[src/rtl/bip_control_unit.sv]
// rtl/bip_control_unit.sv - multi-cycle FETCH/EXEC control unit for the BIP accumulator processor
//
// Purpose: owns the program counter, presents it to a synchronous program
// memory with a 1-cycle read latency, and decodes each fetched instruction
// into single-cycle datapath strobes. Every instruction takes two cycles.
//
// Ports:
//   clk          rising-edge clock
//   reset        asynchronous active-low reset
//   Instruction  program-memory read data (valid the cycle after Addr)
//   acc_zero     accumulator == 0, sampled by BEQ/BNE in their EXEC cycle
//   stall        freezes state, PC and counters; masks all strobes
//   Addr         registered PC presented to program memory
//   SelA         accumulator source: 0 data RAM, 1 immediate, 2 ALU
//   SelB         ALU operand B: 0 data RAM, 1 immediate
//   WrAcc        accumulator write strobe
//   Op           ALU operation: 0 add, 1 sub
//   WrRam        data-RAM write strobe
//   RdRam        data-RAM read strobe
//   Operand      instruction operand field during EXEC, 0 otherwise
//   halted       high in the HALT state
//   illegal      sticky undefined-opcode flag
//   retired      saturating count of executed instructions (HLT excluded)

module bip_control_unit #(
  parameter int B     = 16,
  parameter int W     = 11,
  parameter int OPW   = 5,
  parameter int CNT_W = 16
) (
  input  logic             clk,
  input  logic             reset,
  input  logic [B-1:0]     Instruction,
  input  logic             acc_zero,
  input  logic             stall,
  output logic [W-1:0]     Addr,
  output logic [1:0]       SelA,
  output logic             SelB,
  output logic             WrAcc,
  output logic             Op,
  output logic             WrRam,
  output logic             RdRam,
  output logic [B-OPW-1:0] Operand,
  output logic             halted,
  output logic             illegal,
  output logic [CNT_W-1:0] retired
);

  localparam int OW = B - OPW;

  localparam logic [OPW-1:0] OP_HLT  = OPW'(0);
  localparam logic [OPW-1:0] OP_STO  = OPW'(1);
  localparam logic [OPW-1:0] OP_LD   = OPW'(2);
  localparam logic [OPW-1:0] OP_LDI  = OPW'(3);
  localparam logic [OPW-1:0] OP_ADD  = OPW'(4);
  localparam logic [OPW-1:0] OP_ADDI = OPW'(5);
  localparam logic [OPW-1:0] OP_SUB  = OPW'(6);
  localparam logic [OPW-1:0] OP_SUBI = OPW'(7);
  localparam logic [OPW-1:0] OP_JMP  = OPW'(8);
  localparam logic [OPW-1:0] OP_BEQ  = OPW'(9);
  localparam logic [OPW-1:0] OP_BNE  = OPW'(10);
  localparam logic [OPW-1:0] OP_NOP  = OPW'(11);

  typedef enum logic [1:0] {
    S_FETCH = 2'd0,
    S_EXEC  = 2'd1,
    S_HALT  = 2'd2
  } state_t;

  state_t         state, state_next;
  logic [W-1:0]   pc, pc_next;
  logic           illegal_hit;
  logic           retire;

  logic [OPW-1:0] opcode;
  logic [OW-1:0]  field;
  logic [W-1:0]   target;
  logic [W-1:0]   pc_inc;

  assign opcode = Instruction[B-1:B-OPW];
  assign field  = Instruction[OW-1:0];
  assign target = field[W-1:0];
  assign pc_inc = pc + W'(1);

  assign Addr   = pc;
  assign halted = (state == S_HALT);

  always_comb begin
    state_next  = state;
    pc_next     = pc;
    illegal_hit = 1'b0;
    retire      = 1'b0;
    SelA        = 2'd0;
    SelB        = 1'b0;
    WrAcc       = 1'b0;
    Op          = 1'b0;
    WrRam       = 1'b0;
    RdRam       = 1'b0;
    Operand     = '0;

    case (state)
      S_FETCH: begin
        if (!stall) state_next = S_EXEC;
      end

      S_EXEC: begin
        Operand = field;
        // A stalled EXEC holds everything; the instruction stays on the
        // memory bus because Addr is unchanged, so it re-decodes on release.
        if (!stall) begin
          state_next = S_FETCH;
          pc_next    = pc_inc;
          retire     = 1'b1;
          case (opcode)
            OP_HLT: begin
              state_next = S_HALT;
              pc_next    = pc;
              retire     = 1'b0;
            end
            OP_STO:  WrRam = 1'b1;
            OP_LD:   begin RdRam = 1'b1; WrAcc = 1'b1; end
            OP_LDI:  begin SelA = 2'd1; WrAcc = 1'b1; end
            OP_ADD:  begin SelA = 2'd2; RdRam = 1'b1; WrAcc = 1'b1; end
            OP_ADDI: begin SelA = 2'd2; SelB = 1'b1; WrAcc = 1'b1; end
            OP_SUB:  begin SelA = 2'd2; Op = 1'b1; RdRam = 1'b1; WrAcc = 1'b1; end
            OP_SUBI: begin SelA = 2'd2; SelB = 1'b1; Op = 1'b1; WrAcc = 1'b1; end
            OP_JMP:  pc_next = target;
            OP_BEQ:  if (acc_zero)  pc_next = target;
            OP_BNE:  if (!acc_zero) pc_next = target;
            OP_NOP:  ;
            default: illegal_hit = 1'b1;
          endcase
        end
      end

      default: ;  // HALT: frozen until reset
    endcase
  end

  always_ff @(posedge clk or negedge reset) begin
    if (!reset) begin
      state   <= S_FETCH;
      pc      <= '0;
      illegal <= 1'b0;
      retired <= '0;
    end else begin
      state   <= state_next;
      pc      <= pc_next;
      illegal <= illegal | illegal_hit;
      if (retire && (retired != {CNT_W{1'b1}}))
        retired <= retired + CNT_W'(1);
    end
  end

endmodule

[config.mk]
export PLATFORM = sky130hd
export DESIGN_NAME = bip_control_unit
export DESIGN_NICKNAME = d
export VERILOG_FILES = /design/src/rtl/bip_control_unit.sv
export SDC_FILE = /design/constraint.sdc
export NUM_CORES = 1
export LEC_CHECK = 0
export ABC_CLOCK_PERIOD_IN_PS = 2400
export CAP_MARGIN = 30
export CORE_UTILIZATION = 48
export CTS_CLUSTER_SIZE = 14
export DETAILED_ROUTE_END_ITERATION = 7
export PLACE_DENSITY = 0.85
export SLEW_MARGIN = 20
export SYNTH_ARGS = -nofsm -noshare
export SYNTH_HDL_FRONTEND = slang
export SYNTH_SLANG_ARGS = --single-unit
export TNS_END_PERCENT = 1
[constraint.sdc]
create_clock -name clk -period 2.4 [get_ports clk]
set_input_delay 0.36 -clock clk [delete_from_list [all_inputs] [get_ports clk]]
set_output_delay 0.36 -clock clk [all_outputs]
set_load 0.005 [all_outputs]
==> results of run 1 <==
[cell families after synthesis]
group	count (synthesis)	share of synthesized area (%)
multiplexers	4	2.26
XOR/XNOR	16	7.45
flip-flops	30	39.9
buffers and inverters	12	3.79
AO/OA/AOI/OAI	39	18.3
AND/OR/NAND/NOR	88	27.0
adder cells (fa/ha/maj)	2	1.33
[sequential cells by signal, indices dropped and copies added (netlist names)]
name,cells
retired,16
Addr,11
state,2
illegal,1
[routing by layer]
| layer | global-route usage (%) | routed length (microns) |
|---|---|---|
| met5 | 0 | 0 |
| met4 | 8.61 | 46 |
| met3 | 4.93 | 253 |
| met2 | 37.5 | 2210 |
| met1 | 30.0 | 1990 |
[how the worst min path moves through the flow]
stage,end,cells past startpoint,start,slack [ns]
after floorplan,Addr[0]$_DFFE_PN0P_,0,reset,0.06
after global placement,illegal$_DFF_PN0_,1,illegal$_DFF_PN0_,0.44
after detailed placement,illegal$_DFF_PN0_,1,illegal$_DFF_PN0_,0.45
after CTS,illegal$_DFF_PN0_,1,illegal$_DFF_PN0_,0.46
after global routing,illegal$_DFF_PN0_,1,illegal$_DFF_PN0_,0.47
final,state[0]$_DFFE_PN0P_,2,reset,0.45
[power breakdown]
group / switching [uW] / internal, uW / leakage [uW]
registers: 216 / 661 / 0.000375
clock network: 195 / 231 / 0.0000482
logic: 402 / 648 / 0.000741
total: 813 / 1540 / 0.00116
[synth_stat cells (all sizes together) (3+ instances only)]
master   count  area share (%)
dfrtp       30              40
xor2        16             7.4
and2        12             4.0
nor2        12             2.4
nand2       11             2.2
nand3       11             2.9
o21ai        9             3.0
and3         8             2.7
nor3         8             2.1
buf          7             2.8
a21oi        6             3.4
a2bb2oi      6             3.8
nor4         6             2.3
nand4        5             1.7
nor3b        5             2.6
o211ai       5             2.3
o22ai        5             2.7
inv          4            0.80
a21o         3             1.2
[layout make-up]
| type | count | area [sq um] | share of cell area (%) |
|---|---|---|---|
| clock inverter | 1 | 5.00 | 0.184 |
| multi-input combinational | 149 | 1070 | 39.4 |
| inverter | 4 | 15.0 | 0.552 |
| timing repair buffer | 73 | 731 | 26.9 |
| tap | 48 | 60.1 | 2.21 |
| clock buffer | 7 | 86.3 | 3.18 |
| sequential | 30 | 751 | 27.6 |
[what timing repair did]
item,CTS,global route
hold buffers,0,0
resized for setup,0,5
setup endpoints to repair,0,3
[worst reg2reg max path, delay by kind of cell, from the launching register on]
family | cells | cell delay (ns)
multiplexers | 1 | 0.33
adder cells (fa/ha/maj) | 1 | 0.22
AND/OR/NAND/NOR | 3 | 0.80
flip-flops | 1 | 0.41
[per-stage QoR]
stage / std cells / power (uW) / cell area [sq um]
after global routing: 312 / 2510 / 2720
after floorplan: 191 / 1350 / 1880
final: 312 / 2350 / 2720
after global placement: 304 / 1910 / 2610
after detailed placement: 304 / 1940 / 2610
after CTS: 312 / 2370 / 2700
==> results.ini, run 1 <==
[sta]
drv_slew = 0
rsz0062_at_grt = no
fmax_mhz = 434
finalSetupViolations = 0
setup_ws_ns = 0.0948
finalHoldViolCount = 0
fin_crit_sh_pct = 96.0
finalSetupTns_ns = 0
clock_skew_ns = 0.00839
finalCriticalPeriod_ns = 2.31
max-slew-margin-rel_pct = 58.9
timing_worst_slew_pin_value_ns = 0.611
fin_hold_ws_ns = 0.454

[worst_setup_path]
slowest_delay_ns = 0.53
path_cells = clkdlybuf4s50_1 -> nor2_2 -> and3_1 -> nand2_1 -> nor3_1 -> clkdlybuf4s50_1
rrSetupSlack_ns = 0.52
cp_data_arrival_time_ns = 1.95
cpMostUsedCell = clkdlybuf4s50_1
cp_num_cells = 6
timing.rr.end = retired[1]$_DFFE_PN0P_
cp-endpoint = WrRam
worstPathRequired_ns = 2.04
cp-start-kind = input pin
critPathKind = in2out
worstRegToRegCells = 5
startpoint = stall
timing.rr.start = retired[0]$_DFFE_PN0P_
end_kind = primary output
critPathTopFamily = buffers and inverters
crit_buf_inv = 2
cpMaxStageDelayCell = clkdlybuf4s50_1
crit_fanout = 3

[logic_synthesis]
synth-seq-cells = 30
ys.flop_type = dfrtp_1
syn_inst = 191
synth_seq_area_share_pct = 39.9
syn_nets = 213
synthesis.area_sq_um = 1880
synthArstFlopShare_pct = 100
yosysWarnings = 0
synth_edf_count = 0
synth.distinct_cells = 46
syn_area_per_cell_sq_um = 9.85

[grt]
grtUsageTotal_pct = 23.1
overflow = 0
grt_pass1_vias = 1623
grt_first_pass_wirelength_microns = 7470
grt_antenna_before_repair = 0
grt_max_degree = 31

[die]
rows = 22
dieArea_sq_um = 4180
fp.dieW_microns = 64.6
initial_utilization_pct = 50.6
core_sq_um = 3720
io_pins = 67
die_h_microns = 64.6

[detailed_routing]
wl_microns = 4490
avgViaCountPerCell = 5.60
num_vias = 1747
wl_per_cell_microns = 14.4
dr.pass1.iters = 4
ant_nets = 0
first_iter_violations = 106
drc = 0

[finish]
final_nets = 285
fillers = 288
drive_gt1_share_pct = 12.5
final_cell_mix = clkdlybuf4s50_1 (64), dfrtp_1 (30), xor2_1 (16)
layout_commonest_cell = clkdlybuf4s50_1
finish.utilization_pct = 73.1
diodes = 0
areaGrowthSynthToFinish_pct = 44.4

[place]
dp_slack_ns = 0.0845
dp.final_hpwl_microns = 3300
port_buffers = 66
finalWeightedCongestion = 0.918

[clocking]
postCtsSetupBuffers = 0
clkTransAtPathRegs_ns = 0.07
cts_root_buffer = clkbuf_8
clk_latency_ns = 0.29
clock-sinks = 30
cts_tree = built
htree_levels = 2
clock_path_buffers = 2
cts_buffers = 5

[status]
status = completed

[flow_run]
drv_cap = 0

[pwr]
peakVddDrop_mv = 0.527
pwr_density_cell_nw_per_um2 = 866
cellLeakagePower_uw = 0.00116

[worst_hold_path]
min_path_type = in2async

Note: power is estimated with default switching activity, not from simulation.
==> run 2: changes to the inputs <==
--- a/config.mk
+++ b/config.mk
@@ -7,10 +7,9 @@
 export LEC_CHECK = 0
 export ABC_CLOCK_PERIOD_IN_PS = 2400
 export CAP_MARGIN = 30
-export CORE_UTILIZATION = 48
+export CORE_UTILIZATION = 29
 export CTS_CLUSTER_SIZE = 14
 export DETAILED_ROUTE_END_ITERATION = 7
-export PLACE_DENSITY = 0.85
 export SLEW_MARGIN = 20
 export SYNTH_ARGS = -nofsm -noshare
 export SYNTH_HDL_FRONTEND = slang
==> run 2 against run 1 <==
Effect of this change: final area is 2.2% higher; clock power about the same; power rose by 0.32%; worst setup slack got worse by 0.0043 ns; utilization down 28 points; via count is 1.9% lower; clock-buffer cell count did not move; cell count up 10%; register-to-register slack better by 0.04 ns; critical path depth did not move; sequential power rose by 0.5%; critical path type unchanged; highest routed layer unchanged.
==> results.ini, run 2 (synthesized netlist as in run 1, its figures left out) <==
[clocking]
clkTransAtPathRegs_ns = 0.06  ; was 0.07 ns
cts_tree = built  ; unchanged
holdBufCountCts = 0  ; unchanged
htree_levels = 2  ; unchanged
clock-sinks = 30  ; unchanged
cts_root_buffer = clkbuf_8  ; unchanged
clock_path_buffers = 2  ; unchanged
clk_latency_ns = 0.28  ; was 0.29 ns
cts_buffers = 5  ; unchanged

[detailed_routing]
avgViaCountPerCell = 4.98  ; was 5.60
wl_microns = 4770  ; was 4490 microns
wl_per_cell_microns = 13.9  ; was 14.4 microns
num_vias = 1714  ; was 1747
drc = 0  ; unchanged
dr.pass1.iters = 4  ; unchanged
ant_nets = 0  ; unchanged
first_iter_violations = 74  ; was 106

[grt]
overflow = 0  ; unchanged
grt_pass1_vias = 1633  ; was 1623
grt_first_pass_wirelength_microns = 7670  ; was 7470 microns
grt_antenna_before_repair = 0  ; unchanged
met1_usage_pct = 19.6  ; was 30.0%
grt_max_degree = 31  ; unchanged
grtUsageTotal_pct = 15.0  ; was 23.1%
use_met3_pct = 3.63  ; was 4.93%
top_usage_layer = met2  ; unchanged
grt_use_met2_pct = 24.7  ; was 37.5%

[place]
port_buffers = 66  ; unchanged
dp.final_hpwl_microns = 3550  ; was 3300 microns
dp_slack_ns = 0.00277  ; was 0.0845 ns
placed_cells = 335  ; was 304
finalWeightedCongestion = 0.806  ; was 0.918

[sta]
clock_skew_ns = 0.00739  ; was 0.00839 ns
fin_hold_ws_ns = 0.464  ; was 0.454 ns
timing_worst_slew_pin_value_ns = 0.632  ; was 0.611 ns
fin_crit_sh_pct = 96.2  ; was 96.0%
drv_slew = 0  ; unchanged
finalSetupViolations = 0  ; unchanged
fmax_mhz = 433  ; was 434 MHz
finalCriticalPeriod_ns = 2.31  ; about the same
finalSetupTns_ns = 0  ; unchanged
setup_ws_ns = 0.0906  ; was 0.0948 ns
max-slew-margin-rel_pct = 57.5  ; was 58.9%
finalHoldViolCount = 0  ; unchanged

[die]
rows = 28  ; was 22
fp.dieW_microns = 82.6  ; was 64.6 microns
core_sq_um = 6100  ; was 3720 sq um
die_h_microns = 82.6  ; was 64.6 microns
initial_utilization_pct = 30.9  ; was 50.6%
dieArea_sq_um = 6820  ; was 4180 sq um
io_pins = 67  ; unchanged

[worst_setup_path]
cp_data_arrival_time_ns = 1.95  ; about the same
worstRegToRegCells = 5  ; unchanged
cp-start-kind = input pin  ; unchanged
timing.rr.start = retired[0]$_DFFE_PN0P_  ; unchanged
worstPathRequired_ns = 2.04  ; about the same
rrSetupSlack_ns = 0.56  ; was 0.52 ns
end_kind = primary output  ; unchanged
crit_fanout = 3  ; unchanged
critPathKind = in2out  ; unchanged
timing.rr.end = retired[1]$_DFFE_PN0P_  ; unchanged

[flow_run]
drv_cap = 0  ; unchanged

[worst_hold_path]
hold-path-endpoint = illegal$_DFF_PN0_
min_path_type = reg2reg  ; was in2async
min_from = illegal$_DFF_PN0_
whs_path_depth = 1

[finish]
layout_commonest_cell = clkdlybuf4s50_1  ; unchanged
areaGrowthSynthToFinish_pct = 47.5  ; was 44.4%
max_flop_register = retired  ; unchanged
diodes = 0  ; unchanged
fin_cells = 344  ; was 312
final_cell_mix = clkdlybuf4s50_1 (65), dfrtp_1 (30), xor2_1 (16)  ; was clkdlybuf4s50_1 (64), dfrtp_1 (30), xor2_1 (16)
drive_gt1_share_pct = 14.1  ; was 12.5%
final_nets = 290  ; was 285
largest_reg_flops = 16  ; unchanged

[status]
status = completed  ; unchanged

[pwr]
pwr_density_cell_nw_per_um2 = 850  ; was 866 nW/um^2
peakVddDrop_mv = 0.397  ; was 0.527 mV
cellLeakagePower_uw = 0.00118  ; was 0.00116 uW

## run 2: cell count changes in the layout (fill, tap and decap cells not counted), sizes merged
cell / change
dlymetal6s2s: -1
buf: +5
clkdlybuf4s50: +1
## run 2: cell type report
class                      count  area [sq um]
sequential                    30           751
tap                           75          93.8
clock inverter                 1          5.00
timing repair buffer          78           753
multi-input combinational    149          1070
clock buffer                   7          86.3
inverter                       4          15.0
fill                         599          3320
## run 2: how the worst max path moves through the flow
stage,from,to,slack (ns),depth (start not counted)
2_1_floorplan,Instruction[15],retired[1]$_DFFE_PN0P_,0.69,4
3_3_place_gp,stall,SelA[0],0.03,6
5_1_grt,stall,SelA[0],-0.02,6
3_5_place_dp,stall,SelA[0],0.003,6
4_1_cts,stall,SelA[0],0.04,6
6_report,stall,SelA[0],0.09,6
## run 2: worst max-delay path: stages
cell	delay, ns
clkdlybuf4s50_1	0.48
nor2_2	0.15
and3_1	0.19
nand2_1	0.10
nor3b_2	0.16
clkdlybuf4s50_1	0.51
## run 2: per-stage QoR
stage               util, %  power (uW)  area, sq um
floorplan                 -        1350         1880
global placement       43.7        1930         2660
detailed placement     43.7        1950         2660
CTS                    45.2        2380         2760
global route           45.5        2550         2780
finish                 45.5        2360         2780
## run 2: what timing repair did
item / 4_1_cts / 5_1_grt
setup endpoints to repair: 1 / 2
pin swaps: 0 / 1
gates resized for setup: 1 / 3
setup buffers: 0 / 1
## run 2: power by group
part / internal [uW] / switching [uW]
clock network: 231 / 194
registers: 661 / 220
logic: 650 / 404
## run 2: layer usage
| layer | vias up | share of wire (%) | routed length (microns) |
|---|---|---|---|
| li1 | 850 | - | - |
| met2 | 39 | 47 | 2260 |
| met5 | - | 0 | 0 |
| met1 | 821 | 47 | 2230 |
| met3 | 4 | 4.9 | 233 |
| met4 | 0 | 0.80 | 38 |
==> run 3: changes to the inputs <==
--- a/config.mk
+++ b/config.mk
@@ -14,4 +14,4 @@
 export SYNTH_ARGS = -nofsm -noshare
 export SYNTH_HDL_FRONTEND = slang
 export SYNTH_SLANG_ARGS = --single-unit
-export TNS_END_PERCENT = 1
+export TNS_END_PERCENT = 10
==> results of run 3 <==
The final DEF is identical to that of run 2; final timing and power are the same.
